==> src/rtl/sorting_pkg.sv <==
// Shared types for the sorter/dedup datapath.
package sorting_pkg;
  typedef enum logic [1:0] {DD_IDLE, DD_COLLECT, DD_FLUSH} dedup_state_t;
endpackage

==> src/rtl/sorted_dedup_if.sv <==
// Avalon-ST style streaming bus: master drives data/flags/valid, slave drives ready.
interface sorted_dedup_if #(parameter int DWIDTH = 8);
  logic [DWIDTH-1:0] data;
  logic              startofpacket;
  logic              endofpacket;
  logic              valid;
  logic              ready;

  modport master (output data, startofpacket, endofpacket, valid, input ready);
  modport slave  (input data, startofpacket, endofpacket, valid, output ready);
endinterface

==> src/rtl/sorted_dedup.sv <==
// Drops consecutive equal words of sorted packets; one-word hold lets EOP land on the
// last unique word. Reports duplicate count and ordering violations.
module sorted_dedup
  import sorting_pkg::*;
#(
  parameter int DWIDTH      = 8,
  parameter int MAX_PKT_LEN = 16,
  parameter int CWIDTH      = $clog2(MAX_PKT_LEN + 1)
) (
  input  logic              clk_i,
  input  logic              srst_n_i,
  sorted_dedup_if.slave     snk,
  sorted_dedup_if.master    src,
  output logic [CWIDTH-1:0] dup_cnt_o,
  output logic              order_err_o
);

  dedup_state_t      state_q, state_d;
  logic [DWIDTH-1:0] h_data_q, h_data_d;
  logic              h_first_q, h_first_d;
  logic              h_last_q, h_last_d;
  logic [DWIDTH-1:0] out_data_q, out_data_d;
  logic              out_sop_q, out_sop_d;
  logic              out_eop_q, out_eop_d;
  logic              out_vld_q, out_vld_d;
  logic [CWIDTH-1:0] dup_q, dup_d;
  logic              oerr_q, oerr_d;

  logic out_free, accept;

  assign out_free  = !out_vld_q || src.ready;
  assign snk.ready = (state_q != DD_FLUSH) && out_free;
  assign accept    = snk.valid && snk.ready;

  always_comb begin
    state_d    = state_q;
    h_data_d   = h_data_q;
    h_first_d  = h_first_q;
    h_last_d   = h_last_q;
    out_data_d = out_data_q;
    out_sop_d  = out_sop_q;
    out_eop_d  = out_eop_q;
    out_vld_d  = out_vld_q && !src.ready;
    dup_d      = dup_q;
    oerr_d     = 1'b0;

    case (state_q)
      DD_IDLE: begin
        // words outside a packet are discarded until the next SOP
        if (accept && snk.startofpacket) begin
          h_data_d  = snk.data;
          h_first_d = 1'b1;
          h_last_d  = snk.endofpacket;
          dup_d     = '0;
          state_d   = snk.endofpacket ? DD_FLUSH : DD_COLLECT;
        end
      end
      DD_COLLECT: begin
        if (accept) begin
          if (snk.data == h_data_q) begin
            if (dup_q != CWIDTH'(MAX_PKT_LEN)) dup_d = dup_q + CWIDTH'(1);
          end else begin
            // accept implies the output stage is free this cycle
            out_vld_d  = 1'b1;
            out_data_d = h_data_q;
            out_sop_d  = h_first_q;
            out_eop_d  = 1'b0;
            h_data_d   = snk.data;
            h_first_d  = 1'b0;
            oerr_d     = snk.data < h_data_q;
          end
          if (snk.endofpacket) begin
            h_last_d = 1'b1;
            state_d  = DD_FLUSH;
          end
        end
      end
      DD_FLUSH: begin
        if (out_free) begin
          out_vld_d  = 1'b1;
          out_data_d = h_data_q;
          out_sop_d  = h_first_q;
          out_eop_d  = h_last_q;
          h_first_d  = 1'b0;
          h_last_d   = 1'b0;
          state_d    = DD_IDLE;
        end
      end
      default: state_d = DD_IDLE;
    endcase
  end

  always_ff @(posedge clk_i) begin
    if (!srst_n_i) begin
      state_q    <= DD_IDLE;
      h_data_q   <= '0;
      h_first_q  <= 1'b0;
      h_last_q   <= 1'b0;
      out_data_q <= '0;
      out_sop_q  <= 1'b0;
      out_eop_q  <= 1'b0;
      out_vld_q  <= 1'b0;
      dup_q      <= '0;
      oerr_q     <= 1'b0;
    end else begin
      state_q    <= state_d;
      h_data_q   <= h_data_d;
      h_first_q  <= h_first_d;
      h_last_q   <= h_last_d;
      out_data_q <= out_data_d;
      out_sop_q  <= out_sop_d;
      out_eop_q  <= out_eop_d;
      out_vld_q  <= out_vld_d;
      dup_q      <= dup_d;
      oerr_q     <= oerr_d;
    end
  end

  assign src.data          = out_data_q;
  assign src.startofpacket = out_sop_q;
  assign src.endofpacket   = out_eop_q;
  assign src.valid         = out_vld_q;
  assign dup_cnt_o         = dup_q;
  assign order_err_o       = oerr_q;

endmodule

==> src/flat_wrapper.sv <==
// flat-port wrapper written by rule: the top's interface ports become plain ports
module sorted_dedup_flat import sorting_pkg::*;
#(
  parameter int DWIDTH      = 8,
  parameter int MAX_PKT_LEN = 16,
  parameter int CWIDTH      = $clog2(MAX_PKT_LEN + 1)
)
  (clk_i, srst_n_i, dup_cnt_o, order_err_o, snk_data, snk_startofpacket, snk_endofpacket, snk_valid, snk_ready, src_data, src_startofpacket, src_endofpacket, src_valid, src_ready);
  sorted_dedup_if #(.DWIDTH(DWIDTH)) snk_i ();
  sorted_dedup_if #(.DWIDTH(DWIDTH)) src_i ();
  input  logic clk_i;
  input  logic srst_n_i;
  output logic [CWIDTH-1:0] dup_cnt_o;
  output logic order_err_o;
  input wire logic [$bits(snk_i.data)-1:0] snk_data;
  input wire logic [$bits(snk_i.startofpacket)-1:0] snk_startofpacket;
  input wire logic [$bits(snk_i.endofpacket)-1:0] snk_endofpacket;
  input wire logic [$bits(snk_i.valid)-1:0] snk_valid;
  output wire logic [$bits(snk_i.ready)-1:0] snk_ready;
  output wire logic [$bits(src_i.data)-1:0] src_data;
  output wire logic [$bits(src_i.startofpacket)-1:0] src_startofpacket;
  output wire logic [$bits(src_i.endofpacket)-1:0] src_endofpacket;
  output wire logic [$bits(src_i.valid)-1:0] src_valid;
  input wire logic [$bits(src_i.ready)-1:0] src_ready;
  assign snk_i.data = snk_data;
  assign snk_i.startofpacket = snk_startofpacket;
  assign snk_i.endofpacket = snk_endofpacket;
  assign snk_i.valid = snk_valid;
  assign snk_ready = snk_i.ready;
  assign src_data = src_i.data;
  assign src_startofpacket = src_i.startofpacket;
  assign src_endofpacket = src_i.endofpacket;
  assign src_valid = src_i.valid;
  assign src_i.ready = src_ready;
  sorted_dedup #(.DWIDTH(DWIDTH), .MAX_PKT_LEN(MAX_PKT_LEN), .CWIDTH(CWIDTH)) u_core (.clk_i(clk_i), .srst_n_i(srst_n_i), .snk(snk_i), .src(src_i), .dup_cnt_o(dup_cnt_o), .order_err_o(order_err_o));
endmodule
==> config.mk <==
export PLATFORM = sky130hd
export DESIGN_NAME = sorted_dedup_flat
export DESIGN_NICKNAME = d
export VERILOG_FILES = /design/src/rtl/sorting_pkg.sv /design/src/rtl/sorted_dedup_if.sv /design/src/rtl/sorted_dedup.sv /design/src/flat_wrapper.sv
export SDC_FILE = /design/constraint.sdc
export NUM_CORES = 1
export LEC_CHECK = 0
export CAP_MARGIN = 20
export CELL_PAD_IN_SITES_DETAIL_PLACEMENT = 0
export CELL_PAD_IN_SITES_GLOBAL_PLACEMENT = 1
export CORE_MARGIN = 5
export CORE_UTILIZATION = 42
export DETAILED_ROUTE_END_ITERATION = 10
export PLACE_DENSITY_LB_ADDON = 0.08
export SYNTH_ARGS = -nofsm -noshare
export SYNTH_HDL_FRONTEND = slang
export SYNTH_SLANG_ARGS = --single-unit
==> constraint.sdc <==
create_clock -name clk_i -period 4.6 [get_ports clk_i]
set_clock_uncertainty 0.1 [all_clocks]
set_input_delay 0.69 -clock clk_i [delete_from_list [all_inputs] [get_ports clk_i]]
set_output_delay 0.69 -clock clk_i [all_outputs]
set_load 0.01 [all_outputs]
==> metrics.txt <==
status=completed; PortBufs=31; Setup TNS=0 ns; Congestion Overflow GR=0; Residual DRC=0; first drt pass iteration count=4; design area=2200 um^2; max incr delay on CP=0.49 ns; Worst Tran Pin Value=0.940 ns; antenna viol nets, final=0; Psw=0.194 mW; gpl congestion=0.856; total power=0.628 mW; global-route wire length before repair=7070 um; post-synth cell types=50; synth cell count leaders=nand2_1, dfxtp_1, ha_1, inv_1, a21oi_1; chip width=75.1 um; sequential power share=43.4%; initial antenna violation count=0; vias in the first global route=1456; final hold viol count=0; sw frac=31.0%; Post-Route WL=4460 um; worst-path cell chain=clkdlybuf4s50_1 > nor2b_4 > nor2_1 > clkdlybuf4s50_1; Resize count post-CTS=0; top-count cell post-synth=nand2_1; Layout Cells excl Fill=~280; Worst Setup End Kind=output port; post-place setup slack=between 1.5 and 2 ns; initial cell density of the core=43.8%; hold crit path type=flop to flop; CP arrival=approximately 2 ns; Startpoint Class=input pin; I/O pin count=32; f_max=0.356 GHz; Synth top area share=between 30% and 40%; maximum VDD drop=0.135 mV; Critical Path RT=3.81 ns; Inserted Diodes=0; CTS H-tree lvls=2; Clock power frac=32.7%; Tcrit/Tclk final=around three fifths; Synth Warn #=0; crit path time final=approximately 2.8 ns; Setup Buffers After CTS=0; area grow syn2layout=23.5%; Power Dens Cells=286 nW/um^2; Die Area=5640 um^2; via/cell ratio=5.61; ys flop type=dfxtp_1; Post-Syn Area=1780 um^2; Mapped Cells=197; Static Leak=about 0.78 nW; # fillers=378; Rows=23; Die Span Y=roughly 75 um; HPWL after DPL=3260 um; pin count of the biggest net entering global routing=21; ys async rst share=0%; Initial DRC Count=93; Internal=0.433 mW; EDFF count, synth=0; Slowest cell on crit path=clkdlybuf4s50_1; CTS Buf Count=5; CTS tree=done; Mapped Nets=225; All-Layer GR Usage=16.6%; Area after DPL=2110 um^2; DR vias=1566; clk buf depth=2; CP top delay family=buffers and inverters; Max-slew headroom=a little under two fifths; worst skew pair latency=0.28 ns; # clock sinks=29; CTS Hold Bufs=0; worst setup margin=1.79 ns; share of layout cells above drive strength 1=13.1%; top post-synthesis cells by area=dfxtp_1, ha_1, nand2_1; Hold Slack=0.359 ns; Routed wire per std cell=16.0 um; kind of critical path=input pin to output port; post-layout util=54.1%; # setup viols final=0; Syn Area/Cell=9.03 um^2; flops & latches, synth=29; Critical path buffers and inverters=2; CP most frequent cell=clkdlybuf4s50_1; Final #Nets=about 260; cell taking the most area after synthesis=dfxtp_1; clock root cell=clkbuf_8; RSZ-0062 raised after global routing=no; Max Fanout on Critical Path=7; Reg clk slew, reported paths=0.07 ns; Seq/Total Area, Yosys=32.6%; CORE AREA=between 4000 and 5000 um^2; placed insts=271; Final Slew Violations=0; combinational share of power=23.9%; max cap viols=0
power by group through the flow:
stage               registers [mW]  clock network [mW]  logic (mW)
floorplan                    0.277                   0       0.108
CTS                          0.273               0.211       0.150
detailed placement           0.278                   0       0.149
global placement             0.277                   0       0.145
global route                 0.274               0.221       0.164
finish                       0.273               0.205       0.150
final timing paths:
kind | startpoint | end | slack [ns] | cells past startpoint
max | src_ready | snk_ready | 1.79 | 4
max reg2reg | u_core.state_q[1]$_SDFFE_PN0P_ | u_core.h_data_q[7]$_SDFFE_PN0P_ | 2.32 | 5
min reg2reg | u_core.src.data[7]$_SDFFE_PN0P_ | u_core.src.data[7]$_SDFFE_PN0P_ | 0.36 | 2
min | u_core.src.data[7]$_SDFFE_PN0P_ | u_core.src.data[7]$_SDFFE_PN0P_ | 0.36 | 2
worst min-delay path, delay by kind of cell, from the launching register on:
family	cells	cell delay (ns)
simple gates	1	0.05
flops	1	0.31
mux	1	0.05
final cells by class:
type / instances / area (um^2) / area share [%]
Tap cell: 50 / 62.6 / 2.85
Clock inverter: 3 / 17.5 / 0.797
Multi-Input combinational cell: 144 / 1090 / 49.4
Inverter: 15 / 56.3 / 2.56
Sequential cell: 29 / 581 / 26.4
Timing Repair Buffer: 33 / 325 / 14.8
Clock buffer: 5 / 68.8 / 3.13
cells in the final DEF, fill, tap and decap left out, types with 3 or more instances in the layout:
cell type,n
ha_1,14
dfxtp_1,29
mux2i_1,10
inv_1,14
nand4_1,3
nand2_1,30
clkdlybuf4s50_1,31
nand3_1,11
a21o_1,3
o21ai_1,8
a21oi_1,12
nor2_1,3
o21a_1,3
nand2b_1,5
clkbuf_8,5
logic make-up after synthesis:
kind of cell,share of synthesized area [%]
and+or+nand+nor,24.8
buffers and inverters,6.33
AOI/OAI and AO/OA,20.7
muxes,5.63
adders and majority gates,9.85
DFF,32.6
per-layer routing:
metal  vias to the layer above  global-route usage [%]  share of wire [%]
met4                         0                    4.15                1.2
met1                       754                    21.5                 46
met3                         6                    4.81                4.4
li1                        772                       -                  -
met2                        34                    27.2                 48
met5                         -                       0                  0
sequential cells by signal, indices dropped and copies added (netlist names):
signal,count
u_core.state_q,2
u_core.src.data,8
u_core.h_last_q,1
u_core.src.startofpacket,1
u_core.h_data_q,8
u_core.src.endofpacket,1
u_core.h_first_q,1
u_core.dup_cnt_o,5
u_core.order_err_o,1
u_core.src.valid,1
Power figures use the tool's default switching activity.
